<file path="src/rtl/prmcu_uart_pkg.sv">
// Shared types for the UART transmit-path arbiter: frame configuration layout
// and the arbiter state encoding.
package prmcu_uart_pkg;

    // Bit order matches the per-requester cfg slice {parity, stop[1:0], data[3:0]}.
    typedef struct packed {
        logic       n_parity_bits;
        logic [1:0] n_stop_bits;
        logic [3:0] n_data_bits;
    } uart_cfg_t;

    localparam int CFG_W = $bits(uart_cfg_t);

    localparam uart_cfg_t CFG_RESET = '{
        n_parity_bits: 1'b0,
        n_stop_bits:   2'd1,
        n_data_bits:   4'd8
    };

    typedef enum logic [2:0] {
        IDLE,
        ARB,
        WAIT_IDLE,
        SETTLE,
        XFER
    } arb_state_t;

endpackage

</file>
<file path="src/rtl/prmcu_rr_arbiter.sv">
// Combinational round-robin pick: the first requester after ptr (with wrap)
// that has req set wins.
module prmcu_rr_arbiter #(
    parameter int N_REQ = 4,
    parameter int IDX_W = $clog2(N_REQ)
) (
    input  logic [N_REQ-1:0] req,
    input  logic [IDX_W-1:0] ptr,
    output logic [N_REQ-1:0] gnt,
    output logic [IDX_W-1:0] idx,
    output logic             any
);

    logic [IDX_W:0]       start;
    logic [IDX_W:0]       pos;
    logic [IDX_W:0]       sum;
    logic [2*N_REQ-1:0]   doubled;
    logic [N_REQ-1:0]     rotated;

    // Rotating a doubled copy puts the search origin at bit 0.
    assign start   = (ptr == IDX_W'(N_REQ - 1)) ? '0 : ({1'b0, ptr} + 1'b1);
    assign doubled = {req, req};
    assign rotated = N_REQ'(doubled >> start);

    always_comb begin
        any = 1'b0;
        pos = '0;
        for (int i = N_REQ - 1; i >= 0; i--) begin
            if (rotated[i]) begin
                any = 1'b1;
                pos = (IDX_W + 1)'(i);
            end
        end
    end

    always_comb begin
        sum = start + pos;
        if (sum >= (IDX_W + 1)'(N_REQ)) begin
            sum = sum - (IDX_W + 1)'(N_REQ);
        end
    end

    assign idx = IDX_W'(sum);
    assign gnt = any ? (N_REQ'(1) << idx) : '0;

endmodule

</file>
<file path="src/rtl/prmcu_uart_tx_arbiter.sv">
// Shares one UART transmit path among N_REQ requesters with round-robin, bounded
// bursts, and frame reconfiguration only while the transmitter is idle.
module prmcu_uart_tx_arbiter
    import prmcu_uart_pkg::*;
#(
    parameter int N_REQ     = 4,
    parameter int MAX_BURST = 8,
    parameter int DAT_W     = 9
) (
    input  logic                   clk,
    input  logic                   rst,
    input  logic [N_REQ*DAT_W-1:0] req_dat_i,
    input  logic [N_REQ*CFG_W-1:0] req_cfg_i,
    input  logic [N_REQ-1:0]       req_vld_i,
    output logic [N_REQ-1:0]       req_rdy_o,
    output logic [N_REQ-1:0]       grant_o,
    output logic [DAT_W-1:0]       uart_in_dat_o,
    output logic                   uart_in_vld_o,
    input  logic                   uart_in_rdy_i,
    input  logic                   uart_tx_idle_i,
    output logic                   tx_en_o,
    output logic                   n_parity_bits_o,
    output logic [1:0]             n_stop_bits_o,
    output logic [3:0]             n_data_bits_o
);

    localparam int IDX_W = $clog2(N_REQ);
    localparam int CNT_W = 8;

    arb_state_t         state_reg, state_next;
    logic [N_REQ-1:0]   grant_reg, grant_next;
    logic [IDX_W-1:0]   idx_reg, idx_next;
    logic [IDX_W-1:0]   rr_ptr_reg, rr_ptr_next;
    logic [CNT_W-1:0]   burst_cnt_reg, burst_cnt_next;
    uart_cfg_t          cfg_latched_reg, cfg_latched_next;
    uart_cfg_t          cfg_reg, cfg_next;
    logic               tx_en_reg;

    logic [DAT_W-1:0]   dat_arr [N_REQ];
    uart_cfg_t          cfg_arr [N_REQ];

    logic [N_REQ-1:0]   arb_gnt;
    logic [IDX_W-1:0]   arb_idx;
    logic               arb_any;
    logic               xfer_fire;
    logic               burst_last;

    genvar gi;
    generate
        for (gi = 0; gi < N_REQ; gi++) begin : g_unpack
            assign dat_arr[gi] = req_dat_i[gi*DAT_W +: DAT_W];
            assign cfg_arr[gi] = uart_cfg_t'(req_cfg_i[gi*CFG_W +: CFG_W]);
        end
    endgenerate

    prmcu_rr_arbiter #(
        .N_REQ (N_REQ),
        .IDX_W (IDX_W)
    ) u_rr_arbiter (
        .req (req_vld_i),
        .ptr (rr_ptr_reg),
        .gnt (arb_gnt),
        .idx (arb_idx),
        .any (arb_any)
    );

    assign xfer_fire  = (state_reg == XFER) && req_vld_i[idx_reg] && uart_in_rdy_i;
    assign burst_last = ({1'b0, burst_cnt_reg} + 9'd1) == 9'(MAX_BURST);

    always_ff @(posedge clk or negedge rst) begin
        if (!rst) begin
            state_reg       <= IDLE;
            grant_reg       <= '0;
            idx_reg         <= '0;
            rr_ptr_reg      <= IDX_W'(N_REQ - 1);
            burst_cnt_reg   <= '0;
            cfg_latched_reg <= CFG_RESET;
            cfg_reg         <= CFG_RESET;
            tx_en_reg       <= 1'b0;
        end else begin
            state_reg       <= state_next;
            grant_reg       <= grant_next;
            idx_reg         <= idx_next;
            rr_ptr_reg      <= rr_ptr_next;
            burst_cnt_reg   <= burst_cnt_next;
            cfg_latched_reg <= cfg_latched_next;
            cfg_reg         <= cfg_next;
            tx_en_reg       <= 1'b1;
        end
    end

    always_comb begin
        state_next       = state_reg;
        grant_next       = grant_reg;
        idx_next         = idx_reg;
        rr_ptr_next      = rr_ptr_reg;
        burst_cnt_next   = burst_cnt_reg;
        cfg_latched_next = cfg_latched_reg;
        cfg_next         = cfg_reg;
        req_rdy_o        = '0;
        uart_in_vld_o    = 1'b0;
        uart_in_dat_o    = '0;

        case (state_reg)
            IDLE: begin
                if (|req_vld_i) begin
                    state_next = ARB;
                end
            end
            ARB: begin
                if (arb_any) begin
                    grant_next       = arb_gnt;
                    idx_next         = arb_idx;
                    rr_ptr_next      = arb_idx;
                    cfg_latched_next = cfg_arr[arb_idx];
                    state_next       = (cfg_arr[arb_idx] == cfg_reg) ? XFER : WAIT_IDLE;
                end else begin
                    state_next = IDLE;
                end
            end
            WAIT_IDLE: begin
                // Frame format may only move while nothing is shifting or buffered.
                if (uart_tx_idle_i) begin
                    cfg_next   = cfg_latched_reg;
                    state_next = SETTLE;
                end
            end
            SETTLE: begin
                state_next = XFER;
            end
            XFER: begin
                uart_in_vld_o      = req_vld_i[idx_reg];
                uart_in_dat_o      = dat_arr[idx_reg];
                req_rdy_o[idx_reg] = uart_in_rdy_i;
                if (!req_vld_i[idx_reg] || (xfer_fire && burst_last)) begin
                    state_next     = ARB;
                    grant_next     = '0;
                    burst_cnt_next = '0;
                end else if (xfer_fire) begin
                    burst_cnt_next = burst_cnt_reg + 1'b1;
                end
            end
            default: begin
                state_next = IDLE;
                grant_next = '0;
            end
        endcase
    end

    assign grant_o         = grant_reg;
    assign tx_en_o         = tx_en_reg;
    assign n_parity_bits_o = cfg_reg.n_parity_bits;
    assign n_stop_bits_o   = cfg_reg.n_stop_bits;
    assign n_data_bits_o   = cfg_reg.n_data_bits;

endmodule

</file>
<file path="config.mk">
export PLATFORM = sky130hd
export DESIGN_NAME = prmcu_uart_tx_arbiter
export DESIGN_NICKNAME = d
export VERILOG_FILES = /design/src/rtl/prmcu_uart_pkg.sv /design/src/rtl/prmcu_rr_arbiter.sv /design/src/rtl/prmcu_uart_tx_arbiter.sv
export SDC_FILE = /design/constraint.sdc
export NUM_CORES = 1
export LEC_CHECK = 0
export BUFFER_PORTS_ARGS = -buffer_cell sky130_fd_sc_hd__buf_2
export CORE_ASPECT_RATIO = 0.5
export CORE_MARGIN = 4
export CORE_UTILIZATION = 50
export CTS_BUF_LIST = sky130_fd_sc_hd__clkbuf_16
export CTS_CLUSTER_SIZE = 14
export DETAILED_ROUTE_END_ITERATION = 10
export GPL_TIMING_DRIVEN = 0
export PLACE_DENSITY = 0.78
export SLEW_MARGIN = 20
export SYNTH_ARGS = -nofsm -noshare
export SYNTH_HDL_FRONTEND = slang
export SYNTH_SLANG_ARGS = --single-unit
</file>
<file path="constraint.sdc">
create_clock -name clk -period 3.62 [get_ports clk]
set_clock_uncertainty 0.2 [all_clocks]
set_input_delay 0.181 -clock clk [delete_from_list [all_inputs] [get_ports clk]]
set_output_delay 0.181 -clock clk [all_outputs]
set_load 0.005 [all_outputs]
</file>
==> results.cfg <==
[status]
run_status = finished clean

[yosys]
portion_of_the_post_synthesis_area_used_by_sequential_elements_pct = 33.24
synth.ff_latch_count = 34
synth_top_area_share_pct = 27.13
post_synth_num_cell_types = 56
syn_area_per_cell_um2 = 9.819
syn-cell-area_um2 = 2582
synth-warning-count = 0
yosys.area.top_type = sky130_fd_sc_hd__dfrtp_1
synth_commonest_cells = 28 x sky130_fd_sc_hd__dfrtp_1, 28 x sky130_fd_sc_hd__nand2_1, 16 x sky130_fd_sc_hd__mux2_2
synth_ff_type = sky130_fd_sc_hd__dfrtp_1
dominant_cells_by_area_after_synthesis = sky130_fd_sc_hd__dfrtp_1 27%, sky130_fd_sc_hd__mux4_2 11%, sky130_fd_sc_hd__mux2_2 7.0%, sky130_fd_sc_hd__dfstp_2 6.1%, sky130_fd_sc_hd__nand2_1 4.1%
synth_cells = 263
synth-edff-count = 0
syn_nets = 339
async_set_or_reset_register_ratio_after_synthesis_pct = 100.0

[final_layout]
largest_register_ffs = 8
num-fill-cells = 411
design.final.nets = 445
regArea_um2 = 858.3
area_taken_by_multi_input_logic_gates_um2 = 1645
layout-area-overhead-vs-synth_pct = 29.75
antennaDiodeCount = 0
fraction_of_layout_cells_with_a_size_suffix_above_1_pct = 42.16

[global_routing]
global_route.overflow_total = 0
largest_net_degree_at_the_start_of_global_routing = 35
first_pass_grt_wire_length_mm = 10.89
number_of_global_route_vias_before_repair = 2386
antenna_found_initial = 0
grt_use_total_pct = 21.56

[place]
place.port_buffers = 96
replace_congestion = 0.8080
dpl_worst_slack_ns = -0.05802
dpl.hpwl_mm = 5.163

[setup_path]
worstSetupStartpointType = register
regToRegSetupSlack_ns = 0.13
endpoint_kind = register
cp.required_ns = 3.64
slowest_delay_ns = 0.61
most_prevalent_standard_cell_on_the_critical_path = sky130_fd_sc_hd__a41o_1
path_cells = ha_4, nor2_1, nand3_1, o311ai_0, o21ai_0, o221ai_1, ha_2, a41o_1, o211ai_2, buf_6, mux4_2, xor2_1, nor3_2, a41o_1
arrival_time_at_the_worst_endpoint_ns = 3.50
criticalPathCategory = reg2reg
reg2regPathDepth = 14
critical_path.slowest_cell = sky130_fd_sc_hd__dfstp_2
crit_path_max_fanout = 7

[power_and_ir_drop]
static-leakage-power_nw = 1.558
total_power_mw = 3.094
total_power_per_unit_cell_area_nw_per_um2 = 923.5
ir_worst_vdd_mv = 0.5295

[sta]
timing.slew.headroom_pct = 49.32
finalWorstPathRequiredPeriod_ns = 3.485
worstMarginPinSlew_ns = 0.7601
fmaxAchievable_ghz = 0.2869
final_hold_viol_count = 0
post_route_fraction_of_the_period_consumed_by_the_critical_path_pct = 96.28
timing.final.ws_setup_ns = 0.1347
finalMaxSlewViolations = 0
fin_hold_ws_ns = 0.1116
setup_tns_ns = 0
setup-violations-final = 0

[clock_network]
clk_path_buf_depth = 2
number_of_levels_the_h_tree_was_split_into = 2
clock-sinks = 34
cts_tree = built
ctsRootBufferMaster = sky130_fd_sc_hd__clkbuf_16
cts_inserted_buffers = 5
clkTransAtPathRegs_ns = 0.05
clkLatencyLatePin_ns = 0.28

[drt]
detail_route.first_pass.iterations = 5
drt-total-wl_mm = 6.859
route.detailed.wl_per_inst_um = 15.59
initialDrtViolationCount = 137
antenna_violating_nets_remaining = 0
drcViolationCount = 0
vias = 2485
viasPerCell = 5.648

[run]
max_cap_violations = 0

[floorplanning]
floorplan.core_area_um2 = 4955
area_of_the_die_um2 = 6449
number_of_standard_cell_rows_in_the_floorplan = 18
die_h_um = 58.82
die_width_um = 109.6
initial_core_util_pct = 52.12
top_level_ports = 98

[worst_hold_path]
min_delay_path_depth = 4
min-delay-path-class = in2reg
-- critical path: cells and delay by family (launching register included) --
| kind | cells | cell delay [ns] |
|---|---|---|
| xor+xnor | 1 | 0.17 |
| mux | 1 | 0.32 |
| simple gates | 3 | 0.45 |
| compound gates | 6 | 1.09 |
| buf+inv | 1 | 0.18 |
| fa+ha+maj | 2 | 0.41 |
| flops | 1 | 0.61 |
-- power breakdown --
part           leakage, nW  internal, mW  switching, mW  total (mW)
clock network       0.0672         0.251          0.161       0.412
logic                 1.07         0.971           1.00        1.97
registers            0.419         0.564          0.146       0.710
total                 1.56          1.79           1.31        3.09
-- cell families (layout without fill, tap and decap cells) --
kind of cell               Yosys count  after routing  synth area share, %
adders and majority gates            4              4                1.938
DFF                                 34             34                33.24
xor gates and xnor gates            13             13                4.409
muxes                               34             34                20.88
buffers and inverters               25            132                4.263
other                                1              1               0.1452
AOI/OAI and AO/OA                   53             53                14.92
and+or+nand+nor                     99             99                20.20
-- cell type report --
cell class	count	area share, %
Clock inverter	3	0.4854
Buffer	15	2.203
Sequential cell	34	25.62
Tap cell	70	2.614
Inverter	9	1.008
Clock buffer	5	3.734
Timing Repair Buffer	100	15.24
Multi-Input combinational cell	204	49.10
-- routing by layer --
layer / up-vias / routed length (µm) / global-route usage, %
met3: 7 / 369 / 4.381
met4: 0 / 76 / 5.329
li1: 1194 / - / -
met2: 64 / 3448 / 37.47
met5: - / 0 / 0
met1: 1220 / 2964 / 27.99
-- cells in the final DEF (no fill, tap or decap), types with 2 or more instances in the layout --
master,Yosys,routed
sky130_fd_sc_hd__a41o_1,3,3
sky130_fd_sc_hd__o22ai_1,3,3
sky130_fd_sc_hd__dfrtp_1,28,28
sky130_fd_sc_hd__buf_4,0,2
sky130_fd_sc_hd__o21ai_0,14,14
sky130_fd_sc_hd__mux2_2,16,16
sky130_fd_sc_hd__o31ai_1,3,3
sky130_fd_sc_hd__inv_1,9,9
sky130_fd_sc_hd__ha_1,4,2
sky130_fd_sc_hd__nand3_1,8,8
sky130_fd_sc_hd__or3_1,2,2
sky130_fd_sc_hd__buf_6,2,2
sky130_fd_sc_hd__nand4_1,3,3
sky130_fd_sc_hd__nor2_1,13,13
sky130_fd_sc_hd__mux2i_1,4,2
sky130_fd_sc_hd__a21oi_1,7,7
sky130_fd_sc_hd__and2_1,13,13
sky130_fd_sc_hd__nor4_1,2,2
sky130_fd_sc_hd__xor2_1,9,9
sky130_fd_sc_hd__buf_2,1,98
sky130_fd_sc_hd__dfstp_2,6,6
sky130_fd_sc_hd__mux4_2,13,13
sky130_fd_sc_hd__nor3b_1,3,3
sky130_fd_sc_hd__and3_1,8,8
sky130_fd_sc_hd__o41ai_1,4,4
sky130_fd_sc_hd__nor2b_1,2,2
sky130_fd_sc_hd__clkbuf_1,13,11
sky130_fd_sc_hd__xnor2_1,4,4
sky130_fd_sc_hd__mux2i_2,0,2
sky130_fd_sc_hd__clkbuf_16,0,5
sky130_fd_sc_hd__nand2b_1,7,7
sky130_fd_sc_hd__nor3_1,4,4
sky130_fd_sc_hd__nand2_1,28,28
-- worst paths after layout --
| path | from | end |
|---|---|---|
| worst max-delay path | rr_ptr_reg[0] | state_reg[2] |
| worst min-delay path | uart_tx_idle_i | state_reg[0] |
| worst max register to register | rr_ptr_reg[0] | state_reg[2] |
| worst min register to register | grant_o[1] | grant_o[1] |
| max in group asynchronous | rst | grant_o[1] |
| min in group asynchronous | rst | burst_cnt_reg[6] |
-- what timing repair did --
action,4_1_cts,5_1_grt
endpoints found under the setup margin,3,3
hold endpoints to repair,28,0
buffers inserted,0,2
resized for setup,1,7
pin swaps,0,1
hold buffers,1,0
gates cloned,0,1
-- stage by stage --
step,instances,instance area (µm²),util (%)
global placement,429,3151,63.59
detailed placement,429,3151,63.59
CTS,438,3303,66.67
finish,440,3351,67.63
floorplan,263,2582,-
global route,440,3351,67.63
Note: power is estimated with default switching activity, not from simulation.
